[config.mk]
export PLATFORM = sky130hd
export DESIGN_NAME = demux1to16_reg_loader
export DESIGN_NICKNAME = d
export VERILOG_FILES = /design/src/rtl/demux1to16_reg_loader_pkg.sv /design/src/rtl/demux1to16_reg_loader_dec4to16.sv /design/src/rtl/demux1to16_reg_loader.sv
export SDC_FILE = /design/constraint.sdc
export NUM_CORES = 1
export LEC_CHECK = 0
export BUFFER_PORTS_ARGS = -buffer_cell sky130_fd_sc_hd__buf_2
export CAP_MARGIN = 10
export CORE_UTILIZATION = 47
export DETAILED_ROUTE_END_ITERATION = 6
export PLACE_DENSITY = 0.74
export SETUP_SLACK_MARGIN = 0.05
export SYNTH_ARGS = -nofsm -noshare
export SYNTH_HDL_FRONTEND = slang
export SYNTH_HIERARCHICAL = 1
export SYNTH_SLANG_ARGS = --single-unit
[constraint.sdc]
create_clock -name clk -period 2.1 [get_ports clk]
set_input_delay 0.105 -clock clk [delete_from_list [all_inputs] [get_ports clk]]
set_output_delay 0.105 -clock clk [all_outputs]
set_load 0.005 [all_outputs]
[src/rtl/demux1to16_reg_loader_pkg.sv]
// Shared types and sizing for the 1-to-16 register loader.
// Holds the FSM state encoding and slot geometry used by the top and decoder.
package demux1to16_reg_loader_pkg;

  localparam int unsigned NUM_SLOTS = 16;
  localparam int unsigned SEL_W     = 4;

  typedef enum logic [1:0] {
    ST_IDLE = 2'd0,
    ST_LOAD = 2'd1,
    ST_FULL = 2'd2
  } state_t;

  // True when the slot about to be written is the final one of a load.
  function automatic logic is_last_slot(input logic [SEL_W-1:0] sel);
    return sel == SEL_W'(NUM_SLOTS - 1);
  endfunction

endpackage

[src/rtl/demux1to16_reg_loader_dec4to16.sv]
// 4-to-16 one-hot decoder producing per-slot write enables.
// All enables stay low unless the current word is being accepted.
module dec4to16
  import demux1to16_reg_loader_pkg::*;
(
  input  logic [SEL_W-1:0]     sel,
  input  logic                 en,
  output logic [NUM_SLOTS-1:0] we
);

  always_comb begin
    // NOTE: every output of a combinational block gets a default first, so no
    // path through the block can leave it unassigned and infer a latch.
    we = '0;
    if (en) begin
      we[sel] = 1'b1;
    end
  end

endmodule

[src/rtl/demux1to16_reg_loader.sv]
// Loads a stream of words into sixteen registered slots, out1 first, then
// presents them as a full set until the consumer acknowledges or a new load starts.
module demux1to16_reg_loader
  import demux1to16_reg_loader_pkg::*;
#(
  parameter int IWIDTH = 16,
  parameter int DWIDTH = 16
) (
  input  logic              clk,
  input  logic              rst_n,
  input  logic              start,
  input  logic              in_valid,
  output logic              in_ready,
  input  logic [IWIDTH-1:0] in_data,
  output logic [IWIDTH-1:0] out1,
  output logic [IWIDTH-1:0] out2,
  output logic [IWIDTH-1:0] out3,
  output logic [IWIDTH-1:0] out4,
  output logic [IWIDTH-1:0] out5,
  output logic [IWIDTH-1:0] out6,
  output logic [IWIDTH-1:0] out7,
  output logic [IWIDTH-1:0] out8,
  output logic [IWIDTH-1:0] out9,
  output logic [IWIDTH-1:0] out10,
  output logic [IWIDTH-1:0] out11,
  output logic [IWIDTH-1:0] out12,
  output logic [IWIDTH-1:0] out13,
  output logic [IWIDTH-1:0] out14,
  output logic [IWIDTH-1:0] out15,
  output logic [IWIDTH-1:0] out16,
  output logic [SEL_W-1:0]  wr_sel,
  output logic              out_valid,
  output logic              done,
  input  logic              out_ack
);

  // DWIDTH only mirrors the datapath parameter list; reject nonsense values.
  if (DWIDTH < 1 || IWIDTH < 1) begin : g_bad_width
    $error("demux1to16_reg_loader: IWIDTH and DWIDTH must be positive");
  end

  state_t                state_q;
  logic [IWIDTH-1:0]     slot_q [NUM_SLOTS];
  logic [NUM_SLOTS-1:0]  slot_we;
  logic                  accept;

  // NOTE: in_ready is decoded straight from the state register rather than
  // registered separately, so it can never disagree with the state.
  assign in_ready  = (state_q == ST_LOAD);
  assign accept    = in_valid && in_ready;
  assign out_valid = (state_q == ST_FULL);

  dec4to16 u_dec (
    .sel (wr_sel),
    .en  (accept),
    .we  (slot_we)
  );

  // NOTE: control state uses non-blocking assignments only, so every update in
  // this block sees the pre-edge values regardless of statement order.
  always_ff @(posedge clk or negedge rst_n) begin
    if (!rst_n) begin
      state_q <= ST_IDLE;
      wr_sel  <= '0;
      done    <= 1'b0;
    end else begin
      done <= 1'b0;
      unique case (state_q)
        ST_IDLE: begin
          if (start) begin
            state_q <= ST_LOAD;
            wr_sel  <= '0;
          end
        end
        ST_LOAD: begin
          // A restart discards the count; a word accepted alongside it still lands.
          if (start) begin
            wr_sel <= '0;
          end else if (accept) begin
            if (is_last_slot(wr_sel)) begin
              state_q <= ST_FULL;
              wr_sel  <= '0;
              done    <= 1'b1;
            end else begin
              wr_sel <= wr_sel + 1'b1;
            end
          end
        end
        ST_FULL: begin
          if (start) begin
            state_q <= ST_LOAD;
            wr_sel  <= '0;
          end else if (out_ack) begin
            state_q <= ST_IDLE;
          end
        end
        default: begin
          state_q <= ST_IDLE;
          wr_sel  <= '0;
        end
      endcase
    end
  end

  // NOTE: the slots are sixteen discrete registers, not a RAM, so clearing them
  // on reset is cheap and gives a defined output value after power-up.
  always_ff @(posedge clk or negedge rst_n) begin
    if (!rst_n) begin
      for (int i = 0; i < NUM_SLOTS; i++) begin
        slot_q[i] <= '0;
      end
    end else begin
      for (int i = 0; i < NUM_SLOTS; i++) begin
        if (slot_we[i]) begin
          slot_q[i] <= in_data;
        end
      end
    end
  end

  assign out1  = slot_q[0];
  assign out2  = slot_q[1];
  assign out3  = slot_q[2];
  assign out4  = slot_q[3];
  assign out5  = slot_q[4];
  assign out6  = slot_q[5];
  assign out7  = slot_q[6];
  assign out8  = slot_q[7];
  assign out9  = slot_q[8];
  assign out10 = slot_q[9];
  assign out11 = slot_q[10];
  assign out12 = slot_q[11];
  assign out13 = slot_q[12];
  assign out14 = slot_q[13];
  assign out15 = slot_q[14];
  assign out16 = slot_q[15];

endmodule

# ---- After elaboration in Yosys (flattened, before gate mapping)
# Cells that the tools add are included.
dict set report word_totals {
  register_bits 263
  latchBits 0
  ramBits 0
  mem_bits_ro 0
  in_bits 21
  output_inout_bits 263
  word_cells 57
  memories 0
}
dict set report classes {
  addsub 1
  mul 0
  n_div 0
  n_lt_le_gt_ge 2
  eq_ne 10
  shifts 0
  mux 19
  bitwise 0
  n_reduce_logical 6
}
# cell count
set ops {}
lappend ops {{16-bit 2-to-1 mux} 1}
lappend ops {{4-bit 2-to-1 mux} 4}
lappend ops {{2-bit 2-to-1 mux} 6}
lappend ops {{4-bit case mux with 2 select lines} 1}
lappend ops {{2-bit by 1-bit inequality test with 1-bit output (second input constant)} 3}
lappend ops {{3-bit by 2-bit inequality test with 1-bit output (second input constant)} 2}
lappend ops {{2-bit case mux with 3 select lines} 1}
lappend ops {{4-bit by 5-bit less-than comparator with 1-bit output (second input constant)} 1}
lappend ops {{1-bit 2-to-1 mux} 5}
lappend ops {{5-bit AND reduction} 1}
lappend ops {{4-bit by 1-bit adder with 4-bit output (second input constant)} 1}
lappend ops {{1-bit demux with 4-bit select} 1}
lappend ops {{4-bit == test (second input constant)} 1}
lappend ops {{4-bit by 1-bit greater-or-equal comparator with 1-bit output (second input constant)} 1}
lappend ops {{2-bit inequality test (second input constant)} 2}
lappend ops {{2-bit by 1-bit == test with 1-bit output (second input constant)} 1}
lappend ops {{2-bit == test (second input constant)} 1}
lappend ops {{1-bit logical AND} 2}
lappend ops {{2-bit zero test} 1}
lappend ops {{2-bit AND reduction} 1}
lappend ops {{2-bit OR reduction} 1}

# ---- Depth between registers and ports, before layout
dict set report depth {
  ltp_word 5
  depth_mapped 7
  depth_no_buf 5
}

# ---- Cells and area by module
# Netlist, hierarchy kept.
# module n_inst cells_each area_per_inst_um2 seq_area_each_um2
set by_module_without_submodules {}
lappend by_module_without_submodules {demux1to16_reg_loader 1 600 9915.8 6581.3}
lappend by_module_without_submodules {dec4to16 1 23 117.6 0.0}

# ---- Least setup slack after synthesis
# Ideal clock, no wire load.
dict set report synth_path {
  path_type {reg-to-reg}
  from {register state_q[1]}
  to {register slot_q (netlist bit out1[10])}
  setup_time_ns 0.125
  t_arrival_ns 1.981
  required_ns 1.975
  path_slack_ns -0.006
  stages_incl_launch_ff 8
  period_less_slack_ns 2.106
  cell_sequence {dfrtp_1 clkbuf_1 nor2_1 or3b_4 nor3_2 buf_2 buf_2 mux2_2}
}
dict set report synth_between {
  elab_chain_len 3
}
# element line_no
set synth_lines {}
lappend synth_lines {{from (decl)} demux1to16_reg_loader.sv:42} ;# state_t state_q;
lappend synth_lines {{from (signal assigned)} demux1to16_reg_loader.sv:63} ;# state_q <= ST_IDLE;
lappend synth_lines {{from (signal assigned)} demux1to16_reg_loader.sv:71} ;# state_q <= ST_LOAD;
lappend synth_lines {{from (signal assigned)} demux1to16_reg_loader.sv:81} ;# state_q <= ST_FULL;
lappend synth_lines {{2-bit by 1-bit == test with 1-bit output} demux1to16_reg_loader.sv:49} ;# assign in_ready = (state_q == ST_LOAD);
lappend synth_lines {{1-bit logical AND} demux1to16_reg_loader.sv:50} ;# assign accept = in_valid && in_ready;
lappend synth_lines {{via accept} demux1to16_reg_loader.sv:45} ;# logic accept;
lappend synth_lines {{16-bit 2-to-1 mux} demux1to16_reg_loader_dec4to16.sv:15} ;# if (en) begin
lappend synth_lines {{via slot_we[0]} demux1to16_reg_loader.sv:44} ;# logic [NUM_SLOTS-1:0] slot_we;
lappend synth_lines {{to (signal, indexed assignment)} demux1to16_reg_loader.sv:115} ;# slot_q[i] <= in_data;
lappend synth_lines {{to (decl)} demux1to16_reg_loader.sv:43} ;# logic [IWIDTH-1:0] slot_q [NUM_SLOTS];
# The timed path passes the listed nets, and every way through them passes these cells.
# A chain may end at the register's enable or synchronous reset.

# ---- Worst setup path after layout
dict set report layout_path {
  from {register state_q[0]}
  to {register slot_q (netlist bit out1[13])}
}
# The elaborated chain is that of the path after synthesis.

==> impl_metrics.json <==
{
  "place.gp.congestion": 0.766,
  "cts_root_buffer": "clkbuf_16",
  "r2r-end": "out1[13]$_DFFE_PN0P_",
  "syn-num-nets": 645,
  "chipHeight_um": 148,
  "setup.worst_path.start_class": "flip-flop",
  "cts_max_level": 1,
  "grt_max_degree": 70,
  "slew_headroom": 0.630,
  "grt_usage": 0.224,
  "fin_skew_ns": 0.0129,
  "path_clk_slew_ns": 0.06,
  "place_ws_ns": 0.201,
  "min_period_over_period": 0.911,
  "cts_sinks": 263,
  "postRouteAntennaNets": 0,
  "grt_pass1_wl_um": 37900,
  "syn_inst": 623,
  "fin_area_um2": 12900,
  "antenna_found_initial": 0,
  "dpl_cell_area_um2": 12100,
  "vias": 6301,
  "synthArstFlopShare": 1.00,
  "numCtsBuffers": 27,
  "initial_core_util": 0.479,
  "die_area_um2": 21900,
  "outcome": "finished, final reports clean",
  "place_hpwl_um": 16700,
  "stdcell_count": 1212,
  "routed_wirelength_um": 24400,
  "firstDrtPassIters": 4,
  "rrSetupSlack_ns": 0.19,
  "post-route-drc-count": 0,
  "netlist_area_um2": 10000,
  "hp-class": "input port to flip-flop",
  "nets": 943,
  "fmax_mhz": 523,
  "setup.worst_path.end_class": "flip-flop",
  "worst_slew_pin_slew_ns": 0.555,
  "peakVddDrop_uv": 578,
  "synth_edf_count": 0,
  "drv_slew": 0,
  "fin_hold_ws_ns": 0.0876,
  "postLayoutCoreUtil": 0.617,
  "worstPathRequired_ns": 2.51,
  "fin_crit_ns": 1.91,
  "power_density_nw_per_um2": 902,
  "core_um2": 21000,
  "setup_viol": 0,
  "insertedDiodeCount": 0,
  "overflow": 0,
  "avgRoutedWirePerCell_um": 20.2,
  "r2r.worst_path.cells": 6,
  "synth.avg_cell_area_um2": 16.1,
  "clk_path_buf_depth": 3,
  "dr.first_iter.drc_count": 152,
  "syn2layout_area_growth_pct": 28.9,
  "drv_cap": 0,
  "leakagePower_nw": 7.04,
  "port_buffers": 283,
  "drive_above_1_share": 0.676,
  "regToRegStartpoint": "state_q[0]$_DFFE_PN0P_",
  "hold_start": "in_data[8]",
  "cp_max_fo": 16,
  "tns_ns": 0,
  "die_x_um": 148,
  "synth-seq-area-share": 0.656,
  "rows": 53,
  "setup_slack_ns": 0.187,
  "hold_path_end": "out14[8]$_DFFE_PN0P_",
  "synth_ff_type": "dfrtp_1",
  "worstSetupPathType": "flip-flop to flip-flop",
  "power_mw": 11.7,
  "ioPinCount": 284,
  "post-cts-setup-buffers": 0,
  "ys_warn_count": 6,
  "synth_cell_types": 30,
  "yosys_register_bits": 263,
  "first_global_vias": 6415,
  "cts_tree": "done",
  "fill_cells": 1644,
  "hold_violations": 0,
  "placed_cells": 1162,
  "rsz0062_at_grt": "no",
  "ctsHoldBuffers": 5,
  "critPathArrivalTime_ns": 2.33,
  "cts_resized": 0,
  "hold_depth": 2,
  "clk_latency_ns": 0.53,
  "viasPerCell": 5.20
}
==> power breakdown <==
part           internal, mW  switching, mW  leakage [nW]
combinational         0.733          0.672          3.09
sequential             5.54          0.240          3.54
clock                  2.59           1.89         0.411
total                  8.87           2.80          7.04
==> cell families (layout without fill, tap and decap cells) <==
kind of cell               count (synthesis)  count (layout)  synth area share
adders and majority gates                  1               1           0.00125
muxes                                    257             257             0.288
buffers and inverters                     50             364            0.0227
and+or+nand+nor                           45              45            0.0266
AOI/OAI and AO/OA                          7               7           0.00511
DFF                                      263             263             0.656
==> synthesized netlist by cell type, drive strengths merged, types with 2 or more instances <==
master,n,share of area
mux2,257,0.29
buf,32,0.016
nor2b,2,0.0012
nand2b,3,0.0019
nor3b,2,0.0020
clkbuf,18,0.0067
o31ai,2,0.0015
nand2,3,0.0014
nand3,4,0.0020
nand3b,5,0.0037
dfrtp,263,0.66
nor3,4,0.0025
or3b,2,0.0020
nor2,14,0.0052
==> layout make-up <==
class	count	area, um^2	area share
Clock inverter	5	32.5	0.00252
Multi-Input combinational cell	310	3270	0.253
Tap cell	275	344	0.0266
Sequential cell	263	6580	0.509
Clock buffer	40	795	0.0614
Timing Repair Buffer	319	1910	0.148
==> cell usage in the layout, fill, tap and decap left out, types with 2 or more instances in the layout <==
| master | Yosys | layout |
|---|---|---|
| buf_2 | 32 | 282 |
| buf_12 | 0 | 16 |
| nand2b_1 | 3 | 3 |
| inv_6 | 0 | 2 |
| clkbuf_8 | 0 | 7 |
| dfrtp_1 | 263 | 263 |
| buf_4 | 0 | 15 |
| o31ai_1 | 2 | 2 |
| clkinv_2 | 0 | 3 |
| nand3b_1 | 5 | 5 |
| nand2_1 | 2 | 2 |
| clkbuf_1 | 18 | 6 |
| nor2b_1 | 2 | 2 |
| nor3_2 | 1 | 4 |
| clkbuf_16 | 0 | 27 |
| dlygate4sd3_1 | 0 | 5 |
| nor2_2 | 0 | 13 |
| nand3_1 | 4 | 4 |
| mux2_2 | 257 | 257 |
==> critical path: stages, from the launching register on <==
cell and delay (ns):
dfrtp_1 0.36, nand2_2 0.09, nor2_2 0.16, or3b_4 0.44, nor3_2 0.21, buf_12 0.19
mux2_2 0.34
==> per-layer routing <==
metal / wire [um] / track usage / part of all wire
met3: 1360 / 0.0417 / 0.055
met1: 10500 / 0.307 / 0.43
met2: 12000 / 0.368 / 0.49
met4: 594 / 0.0577 / 0.024
met5: 0 / 0 / 0
==> worst max path at each step <==
stage                                      start              endpoint  slack, ns  depth (start not counted)
after floorplan           state_q[1]$_DFFE_PN0P_  out1[10]$_DFFE_PN0P_       0.07                          7
after global placement    state_q[0]$_DFFE_PN0P_  out1[12]$_DFFE_PN0P_       0.25                          6
after detailed placement  state_q[0]$_DFFE_PN0P_  out1[13]$_DFFE_PN0P_       0.20                          6
after CTS                 state_q[0]$_DFFE_PN0P_   out1[2]$_DFFE_PN0P_       0.19                          6
after global routing      state_q[0]$_DFFE_PN0P_  out1[13]$_DFFE_PN0P_       0.11                          6
final                     state_q[0]$_DFFE_PN0P_  out1[13]$_DFFE_PN0P_       0.19                          6
Power figures use the tool's default switching activity.
